$ cat src/rtl/i2c_slave_rx_ctrl_if.sv
// Bus-side bundle for the I2C slave receive controller: synchronized SCL/SDA
// inputs with edge pulses, downstream buffer handshake and ACK/byte outputs.
interface i2c_slave_rx_ctrl_if;
  logic       rising_edge_found;
  logic       falling_edge_found;
  logic       scl_sync;
  logic       sda_sync;
  logic       buf_full;
  logic       sda_out;
  logic [7:0] rx_data;
  logic       rx_valid;
  logic       overrun;
  logic       busy;

  modport slave (
    input  rising_edge_found, falling_edge_found, scl_sync, sda_sync, buf_full,
    output sda_out, rx_data, rx_valid, overrun, busy
  );

  modport master (
    output rising_edge_found, falling_edge_found, scl_sync, sda_sync, buf_full,
    input  sda_out, rx_data, rx_valid, overrun, busy
  );
endinterface

$ cat src/rtl/i2c_slave_rx_ctrl.sv
// Write-only I2C slave receive controller: START/STOP detection, address match,
// ACK/NACK drive and byte hand-off. Define GENERAL_CALL_EN to also accept 8'h00.
module i2c_slave_rx_ctrl #(
  parameter logic [6:0] SLAVE_ADDR = 7'h48
) (
  input  logic                   clk,
  input  logic                   n_rst,
  i2c_slave_rx_ctrl_if.slave     bus
);

  typedef enum logic [2:0] {
    IDLE,
    ADDR,
    ADDR_ACK,
    DATA,
    DATA_ACK,
    WAIT_STOP
  } state_t;

  state_t     state_q, state_d;
  logic [3:0] bit_cnt_q, bit_cnt_d;
  logic [7:0] shift_q, shift_d;
  logic [7:0] rx_data_q, rx_data_d;
  logic       sda_prev_q;
  logic       sda_out_q, sda_out_d;
  logic       rx_valid_q, rx_valid_d;
  logic       overrun_q, overrun_d;
  logic       busy_q, busy_d;

  logic start_det, stop_det, rise, fall, addr_hit;

  assign start_det = bus.scl_sync & sda_prev_q & ~bus.sda_sync;
  assign stop_det  = bus.scl_sync & ~sda_prev_q & bus.sda_sync;
  // Coincident rise and fall pulses are contradictory, so neither is honoured.
  assign rise = bus.rising_edge_found & ~bus.falling_edge_found;
  assign fall = bus.falling_edge_found & ~bus.rising_edge_found;

`ifdef GENERAL_CALL_EN
  assign addr_hit = (shift_q == {SLAVE_ADDR, 1'b0}) || (shift_q == 8'h00);
`else
  assign addr_hit = (shift_q == {SLAVE_ADDR, 1'b0});
`endif

  always_ff @(posedge clk or negedge n_rst) begin
    if (!n_rst) begin
      state_q    <= IDLE;
      bit_cnt_q  <= 4'd0;
      shift_q    <= 8'h00;
      rx_data_q  <= 8'h00;
      sda_prev_q <= 1'b1;
      sda_out_q  <= 1'b1;
      rx_valid_q <= 1'b0;
      overrun_q  <= 1'b0;
      busy_q     <= 1'b0;
    end else begin
      state_q    <= state_d;
      bit_cnt_q  <= bit_cnt_d;
      shift_q    <= shift_d;
      rx_data_q  <= rx_data_d;
      sda_prev_q <= bus.sda_sync;
      sda_out_q  <= sda_out_d;
      rx_valid_q <= rx_valid_d;
      overrun_q  <= overrun_d;
      busy_q     <= busy_d;
    end
  end

  always_comb begin
    state_d    = state_q;
    bit_cnt_d  = bit_cnt_q;
    shift_d    = shift_q;
    rx_data_d  = rx_data_q;
    sda_out_d  = sda_out_q;
    rx_valid_d = 1'b0;
    overrun_d  = 1'b0;
    busy_d     = busy_q;

    if (start_det) begin
      bit_cnt_d = 4'd0;
      shift_d   = 8'h00;
      sda_out_d = 1'b1;
      state_d   = ADDR;
    end else if (stop_det) begin
      sda_out_d = 1'b1;
      busy_d    = 1'b0;
      state_d   = IDLE;
    end else begin
      case (state_q)
        ADDR, DATA: begin
          if (rise) begin
            shift_d = {shift_q[6:0], bus.sda_sync};
            if (bit_cnt_q != 4'd8) begin
              bit_cnt_d = bit_cnt_q + 4'd1;
            end
          end else if (fall && bit_cnt_q == 4'd8) begin
            if (state_q == ADDR) begin
              if (addr_hit) begin
                sda_out_d = 1'b0;
                busy_d    = 1'b1;
                state_d   = ADDR_ACK;
              end else begin
                state_d = WAIT_STOP;
              end
            end else if (!bus.buf_full) begin
              rx_data_d  = shift_q;
              rx_valid_d = 1'b1;
              sda_out_d  = 1'b0;
              state_d    = DATA_ACK;
            end else begin
              overrun_d = 1'b1;
              busy_d    = 1'b0;
              state_d   = WAIT_STOP;
            end
          end
        end
        // SDA stays pulled low through the 9th SCL high and is released on its fall.
        ADDR_ACK, DATA_ACK: begin
          if (fall) begin
            sda_out_d = 1'b1;
            bit_cnt_d = 4'd0;
            state_d   = DATA;
          end
        end
        default: begin
        end
      endcase
    end
  end

  assign bus.sda_out  = sda_out_q;
  assign bus.rx_data  = rx_data_q;
  assign bus.rx_valid = rx_valid_q;
  assign bus.overrun  = overrun_q;
  assign bus.busy     = busy_q;

endmodule

$ cat src/flat_wrapper.sv
// flat-port wrapper written by rule: the top's interface ports become plain ports
module i2c_slave_rx_ctrl_flat 
#(
  parameter logic [6:0] SLAVE_ADDR = 7'h48
)
  (clk, n_rst, bus_rising_edge_found, bus_falling_edge_found, bus_scl_sync, bus_sda_sync, bus_buf_full, bus_sda_out, bus_rx_data, bus_rx_valid, bus_overrun, bus_busy);
  i2c_slave_rx_ctrl_if bus_i ();
  input  logic clk;
  input  logic n_rst;
  input wire logic [$bits(bus_i.rising_edge_found)-1:0] bus_rising_edge_found;
  input wire logic [$bits(bus_i.falling_edge_found)-1:0] bus_falling_edge_found;
  input wire logic [$bits(bus_i.scl_sync)-1:0] bus_scl_sync;
  input wire logic [$bits(bus_i.sda_sync)-1:0] bus_sda_sync;
  input wire logic [$bits(bus_i.buf_full)-1:0] bus_buf_full;
  output wire logic [$bits(bus_i.sda_out)-1:0] bus_sda_out;
  output wire logic [$bits(bus_i.rx_data)-1:0] bus_rx_data;
  output wire logic [$bits(bus_i.rx_valid)-1:0] bus_rx_valid;
  output wire logic [$bits(bus_i.overrun)-1:0] bus_overrun;
  output wire logic [$bits(bus_i.busy)-1:0] bus_busy;
  assign bus_i.rising_edge_found = bus_rising_edge_found;
  assign bus_i.falling_edge_found = bus_falling_edge_found;
  assign bus_i.scl_sync = bus_scl_sync;
  assign bus_i.sda_sync = bus_sda_sync;
  assign bus_i.buf_full = bus_buf_full;
  assign bus_sda_out = bus_i.sda_out;
  assign bus_rx_data = bus_i.rx_data;
  assign bus_rx_valid = bus_i.rx_valid;
  assign bus_overrun = bus_i.overrun;
  assign bus_busy = bus_i.busy;
  i2c_slave_rx_ctrl #(.SLAVE_ADDR(SLAVE_ADDR)) u_core (.clk(clk), .n_rst(n_rst), .bus(bus_i));
endmodule
$ cat config.mk
export PLATFORM = sky130hd
export DESIGN_NAME = i2c_slave_rx_ctrl_flat
export DESIGN_NICKNAME = d
export VERILOG_FILES = /design/src/rtl/i2c_slave_rx_ctrl_if.sv /design/src/rtl/i2c_slave_rx_ctrl.sv /design/src/flat_wrapper.sv
export SDC_FILE = /design/constraint.sdc
export NUM_CORES = 1
export LEC_CHECK = 0
export CAP_MARGIN = 0
export CORE_AREA = 4 4 64 66
export DETAILED_ROUTE_END_ITERATION = 16
export DIE_AREA = 0 0 68 70
export PLACE_DENSITY = 0.57
export SYNTH_ARGS = -nofsm -noshare
export SYNTH_HDL_FRONTEND = slang
export SYNTH_SLANG_ARGS = --single-unit
$ cat constraint.sdc
create_clock -name clk -period 2.65 [get_ports clk]
set_input_delay 0.53 -clock clk [delete_from_list [all_inputs] [get_ports clk]]
set_output_delay 0.53 -clock clk [all_outputs]
set_load 0.05 [all_outputs]
==> results.tsv, run 1 <==
stage	metric	value	unit
cts	clk_pin_slew	0.16	ns
global_routing	grt.overflow.total	0	
detailed_routing	via_per_inst	5.56	
timing	rsz0062_at_grt	no	
run_status	outcome	finished clean	
job	max_cap_violations	0	
setup_path	critPathMaxStageDelay	0.79	ns
detailed_routing	firstDrtPassIters	4	
global_routing	grt_pass1_vias	1038	
place	dp_slack	0.183	ns
setup_path	cp_cell_sequence	clkdlybuf4s50_1	
finish	fillers	335	
cts	clock_sinks	28	
power	power_frac_clock	26.5	%
synth	synth-edff-count	0	
die	fp.dieH	70	microns
timing	hold_violations	0	
power	p_per_area	664	nW/um^2
synth	synth_fp_nets	125	
timing	fin_tns_setup	0	ns
timing	setup_viol_count_final	0	
power	sequentialPowerShare	51.2	%
finish	final_net_count	147	
setup_path	startpoint_type	flop	
finish	areaGrowthSynthToFinish	19.8	%
setup_path	arrival	1.70	ns
die	floorplan.initialDensity	38.9	%
finish	final_common_cell	dfrtp_1	
die	core_area	3580	sq um
synth	avgSynthCellArea	12.0	sq um
global_routing	antenna_found_initial	0	
setup_path	crit_type	flop to output pin	
cts	cts-htree-levels	1	
finish	utilization	46.6	%
die	die_x	68	microns
timing	min_period	2.23	ns
synth	synth.distinct_cells	42	
place	post-dp-hpwl	1950	microns
cts	post_cts_resize_count	0	
detailed_routing	drc	0	
die	placementRows	22	
timing	maxSlewViolCount	0	
timing	relSlewSlack	58.4	%
cts	cts_buffers	3	
cts	hold_buffers	0	
power	p_leak	0.725	nW
cts	tritoncts	built	
detailed_routing	drt-initial-drc-count	38	
cts	cts.path.max_buffers	2	
power	intPower	0.755	mW
finish	design_area	1670	sq um
synth	async_flop_share	100	%
power	power_switching	0.352	mW
finish	n_antenna_cell	0	
setup_path	cp.required	2.12	ns
global_routing	grtUsageTotal	13.0	%
power	power_frac_comb	22.4	%
synth	ys_ff_latch	28	
timing	max_freq	448	MHz
synth	netlist_area	1390	sq um
finish	final_cell_mix	dfrtp_1 (26), clkdlybuf4s50_1 (18), mux2_4 (8)	
power	max-vdd-ir-drop	279	uV
setup_path	critical_path.slowest_cell	clkdlybuf4s50_1	
detailed_routing	via_count	1028	
setup_path	end_kind	output pin	
detailed_routing	wl_per_cell	15.2	microns
cts	cts_setup_buffers	0	
cts	clk_latency	0.34	ns
die	io_pins	19	
min_path	worst_hold_path_type	input pin to asynchronous set/reset pin	
global_routing	grt_pass1_wl	4770	microns
place	port_buffers	18	
timing	fin_crit_sh	84.2	%
setup_path	crit_buf_inv	1	
detailed_routing	drt-total-wl	2810	microns
synth	ys_warn_count	0	
die	die-area	4760	sq um
timing	worst_pin_slew	0.619	ns
place	place_congestion	0.772	
synth	ys.flop_type	dfrtp_1	
finish	drive_above_1_share	15.3	%
setup_path	critPathMaxFanout	2	
power	switching_share	31.8	%
synth	syn_inst	116	
detailed_routing	ant_nets	0	
place	placed_area	1610	sq um
place	dp.cells	181	
timing	setup_ws	0.419	ns
cts	root_buffer	clkbuf_4	
synth	ys_seq_area_share	50.5	%
setup_path	crit_family	buffers and inverters	
finish	fin_cells	185	
global_routing	grt_max_degree	29	
timing	clock_skew	0.00344	ns
synth_stat cells (2+ instances only):
cell type,count,area [sq um]
a211o_1,2,17.5
a211oi_1,3,22.5
a21oi_1,6,30.0
a22o_1,7,61.3
and3b_1,3,26.3
dfrtp_1,26,651
dfstp_2,2,52.6
ha_1,2,25.0
inv_1,5,18.8
mux2_4,8,120
nand2_1,6,22.5
nand3_1,2,10.0
nand3b_1,4,30.0
nor2_1,4,15.0
nor3_1,4,20.0
nor4_1,2,12.5
o21ai_0,4,20.0
o21ai_1,2,10.0
logic make-up (layout without fill, tap and decap cells):
group | after synthesis | after routing | synth area share [%]
DFF | 28 | 28 | 50.5
adders and majority gates | 2 | 2 | 1.80
buffers and inverters | 7 | 28 | 3.15
muxes | 9 | 9 | 9.35
and+or+nand+nor | 35 | 35 | 16.8
AOI/OAI and AO/OA | 34 | 34 | 17.7
xor gates and xnor gates | 1 | 1 | 0.630
routing by layer:
metal	vias to the layer above	GRT usage, %	share of wire (%)	wire length [microns]
met5	-	0	0	0
met4	0	4.86	1.4	39
met3	4	1.93	3.3	94
met2	22	20.7	47	1320
met1	516	17.5	48	1360
li1	486	-	-	-
stage by stage:
stage / hold WS, ns / power [mW]
final: 0.534 / 1.11
after global routing: 0.563 / 1.16
after CTS: 0.539 / 1.12
after detailed placement: 0.496 / 0.823
after global placement: 0.500 / 0.816
after floorplan: 0.234 / 0.739
cell type report:
type,instances,area (sq um),area share [%]
sequential,28,703,42.2
inverter,5,18.8,1.13
tap,48,60.1,3.60
timing repair buffer,19,188,11.3
multi-input combinational,81,644,38.7
clock inverter,1,30.0,1.80
clock buffer,3,22.5,1.35
power groups by stage:
stage	clock, mW	sequential [mW]	combinational [mW]
floorplan	0	0.553	0.186
global placement	0	0.572	0.245
detailed placement	0	0.573	0.250
CTS	0.300	0.565	0.250
global route	0.312	0.576	0.277
finish	0.293	0.566	0.247
path summary, 6_finish.rpt:
kind / start / to / slack, ns / depth (start not counted)
hold reg to reg: u_core.bus.rx_data[7] / u_core.bus.rx_data[7] / 0.53 / 1
setup reg to reg: u_core.sda_prev_q / u_core.bus.rx_data[0] / 0.72 / 4
max in group asynchronous: n_rst / u_core.bus.sda_out / 1.81 / 2
setup / recovery: u_core.bus.sda_out / bus_sda_out / 0.42 / 1
hold / removal: n_rst / u_core.shift_q[2] / 0.53 / 2
min in group clk: u_core.bus.rx_data[7] / u_core.bus.rx_data[7] / 0.53 / 1
registers in the layout (all words and copies together), names as in the netlist:
signal and flops:
u_core.sda_prev_q 1, u_core.bus.rx_data 8, u_core.bus.overrun 1, u_core.bit_cnt_q 4, u_core.bus.sda_out 1, u_core.bus.rx_valid 1
u_core.state_q 3, u_core.shift_q 8, u_core.bus.busy 1
No activity file was read; power rests on OpenSTA's default activity.
==> run 2: changes to the inputs <==
- PLACE_DENSITY: 0.57 -> 0.6
- clock period: 2.65 -> 2 ns (I/O delays scaled with it)
==> run 2 against run 1 <==
Compared with the run above: clock power grew 28%; via count is 5.1% higher; sequential share of layout area down 3.3 points; highest routed layer unchanged; wire length increased by 4.7%; non-clock buffer count grew 19; core utilization grew 3.9 points; register-to-register slack lost 0.50 ns; combinational power is 58% higher; clock skew decreased by 0.0021 ns; setup slack lost 0.36 ns; critical path depth unchanged.
==> results.tsv, run 2 (synthesized netlist as in run 1, its figures left out) <==
stage	metric	value	unit	change
place	post-dp-hpwl	2220	microns	+14%
setup_path	critPathMaxFanout	2		unchanged
timing	hold_violations	0		unchanged
global_routing	grt_pass1_vias	1064		+2.5%
cts	hold_buffers	0		unchanged
place	place_congestion	0.790		+2.3%
detailed_routing	ant_nets	0		unchanged
power	p_per_area	839	nW/um^2	+26%
finish	multi_input_area	644	sq um	unchanged
cts	clk_pin_slew	0.15	ns	about the same
finish	utilization	50.5	%	+3.9 points
detailed_routing	drt-initial-drc-count	38		unchanged
timing	relSlewSlack	66.8	%	+8.4 points
global_routing	grt.overflow.total	0		unchanged
setup_path	critPathMaxStageDelay	0.81	ns	+0.02 ns
setup_path	startpoint_type	flop		
place	port_buffers	18		unchanged
cts	cts_buffers	3		unchanged
place	placed_area	1750	sq um	+8.7%
detailed_routing	via_per_inst	5.29		-4.7%
power	max-vdd-ir-drop	408	uV	+46%
setup_path	cp_cell_sequence	clkdlybuf4s50_1		
die	fp.dieH	70	microns	unchanged
finish	fillers	329		-1.8%
power	total_power	1.52	mW	+37%
timing	clock_skew	0.00131	ns	-0.00213 ns
finish	areaGrowthSynthToFinish	29.9	%	
timing	fin_crit_sh	97.2	%	
cts	cts.path.max_buffers	2		unchanged
finish	design_area	1810	sq um	+8.4%
timing	fin_tns_setup	0	ns	unchanged
die	die_x	68	microns	unchanged
run_status	outcome	finished clean		
cts	tritoncts	built		
finish	final_net_count	166		+13%
die	floorplan.initialDensity	38.9	%	unchanged
timing	rsz0062_at_grt	no		
job	max_cap_violations	0		unchanged
timing	min_period	1.94	ns	
global_routing	grt_pass1_wl	5080	microns	+6.5%
cts	clk_latency	0.33	ns	about the same
detailed_routing	drc	0		unchanged
finish	n_antenna_cell	0		unchanged
min_path	worst_hold_path_type	input pin to asynchronous set/reset pin		
power	switching_share	30.8	%	-0.98 points
die	placementRows	22		unchanged
power	power_frac_clock	24.8	%	-1.7 points
global_routing	grt_max_degree	29		unchanged
power	power_switching	0.467	mW	+33%
finish	final_cell_mix	dfrtp_1 (26), buf_4 (21), clkdlybuf4s50_1 (17)		
timing	maxSlewViolCount	0		unchanged
cts	root_buffer	clkbuf_4		
setup_path	cp.depth	1		unchanged
finish	seqCellArea	703	sq um	unchanged
detailed_routing	firstDrtPassIters	4		unchanged
cts	clock_sinks	28		unchanged
detailed_routing	drt-total-wl	2940	microns	+4.7%
finish	final_common_cell	dfrtp_1		
setup_path	cp.required	1.60	ns	-0.52 ns
finish	drive_above_1_share	26.3	%	+11 points
setup_path	crit_type	flop to output pin		
power	intPower	1.05	mW	+39%
detailed_routing	via_count	1080		+5.1%
setup_path	rr_worst_depth	6		+2
global_routing	antenna_found_initial	0		unchanged
setup_path	crit_buf_inv	1		unchanged
setup_path	critical_path.slowest_cell	clkdlybuf4s50_1		
setup_path	crit_family	buffers and inverters		
die	io_pins	19		unchanged
cts	cts_setup_buffers	0		unchanged
global_routing	grtUsageTotal	13.8	%	+0.86 points
power	sequentialPowerShare	49.4	%	-1.8 points
setup_path	end_kind	output pin		
cts	post_cts_resize_count	0		unchanged
die	die-area	4760	sq um	unchanged
setup_path	arrival	1.54	ns	-0.16 ns
timing	max_freq	515	MHz	
cts	cts-htree-levels	1		unchanged
die	core_area	3580	sq um	unchanged
timing	setup_viol_count_final	0		unchanged
power	power_frac_comb	25.8	%	+3.4 points
timing	worst_pin_slew	0.496	ns	-0.122 ns
detailed_routing	wl_per_cell	14.4	microns	-5.0%
power	p_leak	0.817	nW	+13%
==> run 2: cell count changes in the layout (fill, tap and decap cells not counted) <==
cell | previous run | this run
clkdlybuf4s50_1 | 18 | 17
buf_4 | 1 | 21
==> run 2: area by class of cell <==
| cell class | count | area share [%] |
|---|---|---|
| tap | 48 | 3.32 |
| multi-input combinational | 81 | 35.7 |
| clock buffer | 3 | 1.25 |
| sequential | 28 | 38.9 |
| clock inverter | 1 | 1.66 |
| inverter | 5 | 1.04 |
| timing repair buffer | 38 | 18.1 |
==> run 2: per-layer routing <==
metal  vias up  track usage (%)  share of wire (%)
met2        23             21.3                 48
met3         6             1.93                3.5
met5         -                0                  0
met1       531             19.3                 47
met4         0             5.52                2.1
li1        520                -                  -
==> run 2: worst paths after layout <==
| kind | slack (ns) | start | endpoint |
|---|---|---|---|
| setup / recovery | 0.06 | u_core.bus.rx_data[0] | bus_rx_data[0] |
| hold / removal | 0.43 | n_rst | u_core.bus.rx_data[1] |
| setup reg to reg | 0.22 | u_core.bit_cnt_q[0] | u_core.bus.rx_data[2] |
| hold reg to reg | 0.53 | u_core.bus.busy | u_core.bus.busy |
| max in group asynchronous | 1.27 | n_rst | u_core.bus.sda_out |
| min in group clk | 0.52 | bus_sda_sync | u_core.sda_prev_q |
==> run 2: power groups by stage <==
| stage | Combinational (mW) | Clock [mW] | Sequential [mW] |
|---|---|---|---|
| finish | 0.390 | 0.376 | 0.749 |
| global route | 0.451 | 0.399 | 0.764 |
| CTS | 0.392 | 0.383 | 0.748 |
| detailed placement | 0.387 | 0 | 0.761 |
| global placement | 0.378 | 0 | 0.755 |
| floorplan | 0.247 | 0 | 0.733 |
==> run 2: metrics by stage <==
stage | setup slack, ns | hold WS, ns | instances
6_report | 0.0567 | 0.425 | 204
5_1_grt | 0.0149 | 0.458 | 204
4_1_cts | 0.0463 | 0.436 | 204
3_5_place_dp | -0.0758 | 0.494 | 200
3_3_place_gp | -0.0579 | 0.498 | 200
2_1_floorplan | 0.267 | 0.104 | 116
==> run 3: changes to the inputs <==
- PLACE_DENSITY: 0.6 -> 0.57
- clock period: 2 -> 2.4 ns (I/O delays scaled with it)
==> run 3 against run 2 <==
Compared with the run above: register-to-register slack gained 0.28 ns; final cell count shrank 7.4%; total power shrank 20%; via count shrank 11%; setup slack gained 0.18 ns; clock skew grew 0.0022 ns; die area is the same; non-clock buffer count shrank 15; core utilization shrank 3.1 points; combinational power shrank 28%; critical path type unchanged.
==> results.tsv, run 3 (synthesized netlist as in run 1, its figures left out) <==
stage	metric	value	unit	change
setup_path	cp.required	1.92	ns	+0.32 ns
power	max-vdd-ir-drop	386	uV	-5.2%
finish	final_net_count	151		-9.0%
detailed_routing	wl_per_cell	14.4	microns	-0.32%
timing	setup_viol_count_final	0		unchanged
die	floorplan.initialDensity	38.9	%	unchanged
finish	multi_input_area	644	sq um	unchanged
timing	maxSlewViolCount	0		unchanged
finish	seqCellArea	703	sq um	unchanged
timing	fin_tns_setup	0	ns	unchanged
timing	hold_violations	0		unchanged
job	max_cap_violations	0		unchanged
power	p_per_area	716	nW/um^2	-15%
cts	cts_setup_buffers	0		unchanged
place	placed_area	1640	sq um	-6.3%
timing	fin_crit_sh	90.2	%	
detailed_routing	firstDrtPassIters	4		unchanged
timing	max_freq	462	MHz	
finish	areaGrowthSynthToFinish	21.9	%	
global_routing	grtUsageTotal	13.0	%	-0.84 points
die	die_x	68	microns	unchanged
setup_path	startpoint_type	flop		
setup_path	crit_family	buffers and inverters		
cts	cts-htree-levels	1		unchanged
finish	fillers	341		+3.6%
cts	hold_buffers	0		unchanged
power	p_leak	0.745	nW	-8.9%
die	placementRows	22		unchanged
cts	cts.path.max_buffers	2		unchanged
global_routing	grt.overflow.total	0		unchanged
run_status	outcome	finished clean		
cts	post_cts_resize_count	0		unchanged
detailed_routing	drt-total-wl	2720	microns	-7.7%
min_path	worst_hold_path_type	input pin to asynchronous set/reset pin		
finish	design_area	1700	sq um	-6.1%
finish	final_cell_mix	dfrtp_1 (26), clkdlybuf4s50_1 (18), mux2_4 (8)		
global_routing	grt_max_degree	29		unchanged
setup_path	crit_type	flop to output pin		
timing	rsz0062_at_grt	no		
setup_path	crit_buf_inv	1		unchanged
finish	final_common_cell	dfrtp_1		
die	core_area	3580	sq um	unchanged
cts	tritoncts	built		
setup_path	end_kind	output pin		
timing	hold-worst-slack	0.496	ns	+0.0713 ns
global_routing	grt_pass1_wl	4860	microns	-4.2%
finish	n_antenna_cell	0		unchanged
die	fp.dieH	70	microns	unchanged
finish	drive_above_1_share	17.7	%	-8.6 points
die	io_pins	19		unchanged
setup_path	rr_worst_depth	4		-2
cts	clk_pin_slew	0.15	ns	about the same
place	place_congestion	0.740		-6.4%
setup_path	critPathMaxStageDelay	0.79	ns	-0.02 ns
finish	utilization	47.4	%	-3.1 points
detailed_routing	drc	0		unchanged
detailed_routing	via_per_inst	5.11		-3.6%
detailed_routing	via_count	965		-11%
setup_path	worstSetupStartpoint	u_core.bus.sda_out		
timing	relSlewSlack	52.0	%	-15 points
cts	clk_latency	0.33	ns	about the same
cts	clock_sinks	28		unchanged
timing	clock_skew	0.00347	ns	+0.00216 ns
timing	min_period	2.16	ns	
die	die-area	4760	sq um	unchanged
place	port_buffers	18		unchanged
detailed_routing	ant_nets	0		unchanged
setup_path	critPathMaxFanout	2		unchanged
setup_path	r2r_start	u_core.shift_q[1]		
global_routing	antenna_found_initial	0		unchanged
setup_path	cp_cell_sequence	clkdlybuf4s50_1		
global_routing	grt_pass1_vias	1042		-2.1%
cts	cts_buffers	3		unchanged
setup_path	arrival	1.68	ns	+0.14 ns
place	post-dp-hpwl	1990	microns	-11%
cts	root_buffer	clkbuf_4		
setup_path	critical_path.slowest_cell	clkdlybuf4s50_1		
setup_path	r2r_end	u_core.bus.sda_out		
setup_path	reg2reg_slack	0.50	ns	+0.28 ns
detailed_routing	drt-initial-drc-count	55		+45%
timing	worst_pin_slew	0.714	ns	+0.217 ns
run 3: changes by cell type in the layout (fill, tap and decap cells not counted), sizes merged:
cell	previous run	this run
buf	21	5
clkdlybuf4s50	17	18
run 3: metrics by stage:
stage	power (mW)	setup WS [ns]	cells
after CTS	1.23	0.214	189
after global placement	0.905	0.191	185
final	1.21	0.236	189
after detailed placement	0.911	0.146	185
after floorplan	0.816	0.667	116
after global routing	1.30	0.172	189
run 3: per-layer routing:
layer	routed length, microns	global-route usage, %	vias to the layer above
met5	0	0	-
met3	72	2.25	2
met2	1230	19.4	12
met1	1390	19.3	464
met4	21	3.31	0
li1	-	-	487
run 3: cell type report:
type	instances	area share, %
Inverter	5	1.11
Sequential cell	28	41.4
Multi-Input combinational cell	81	38.0
Tap cell	48	3.54
Clock buffer	3	1.33
Timing Repair Buffer	23	12.8
Clock inverter	1	1.77
run 3: where the power goes:
group / total [mW] / leakage [nW] / internal [mW] / switching, mW
Combinational: 0.280 / 0.341 / 0.132 / 0.147
Sequential: 0.625 / 0.376 / 0.537 / 0.0873
Clock: 0.311 / 0.0279 / 0.169 / 0.142
Total: 1.21 / 0.745 / 0.838 / 0.376
run 3: worst max-delay path by stage:
stage / slack [ns] / cells past startpoint / endpoint
3_5_place_dp: 0.15 / 5 / u_core.bus.rx_data[2]
5_1_grt: 0.17 / 1 / bus_sda_out
2_1_floorplan: 0.67 / 5 / u_core.bus.rx_data[0]
4_1_cts: 0.21 / 1 / bus_sda_out
3_3_place_gp: 0.19 / 5 / u_core.bus.rx_data[2]
6_report: 0.24 / 1 / bus_sda_out
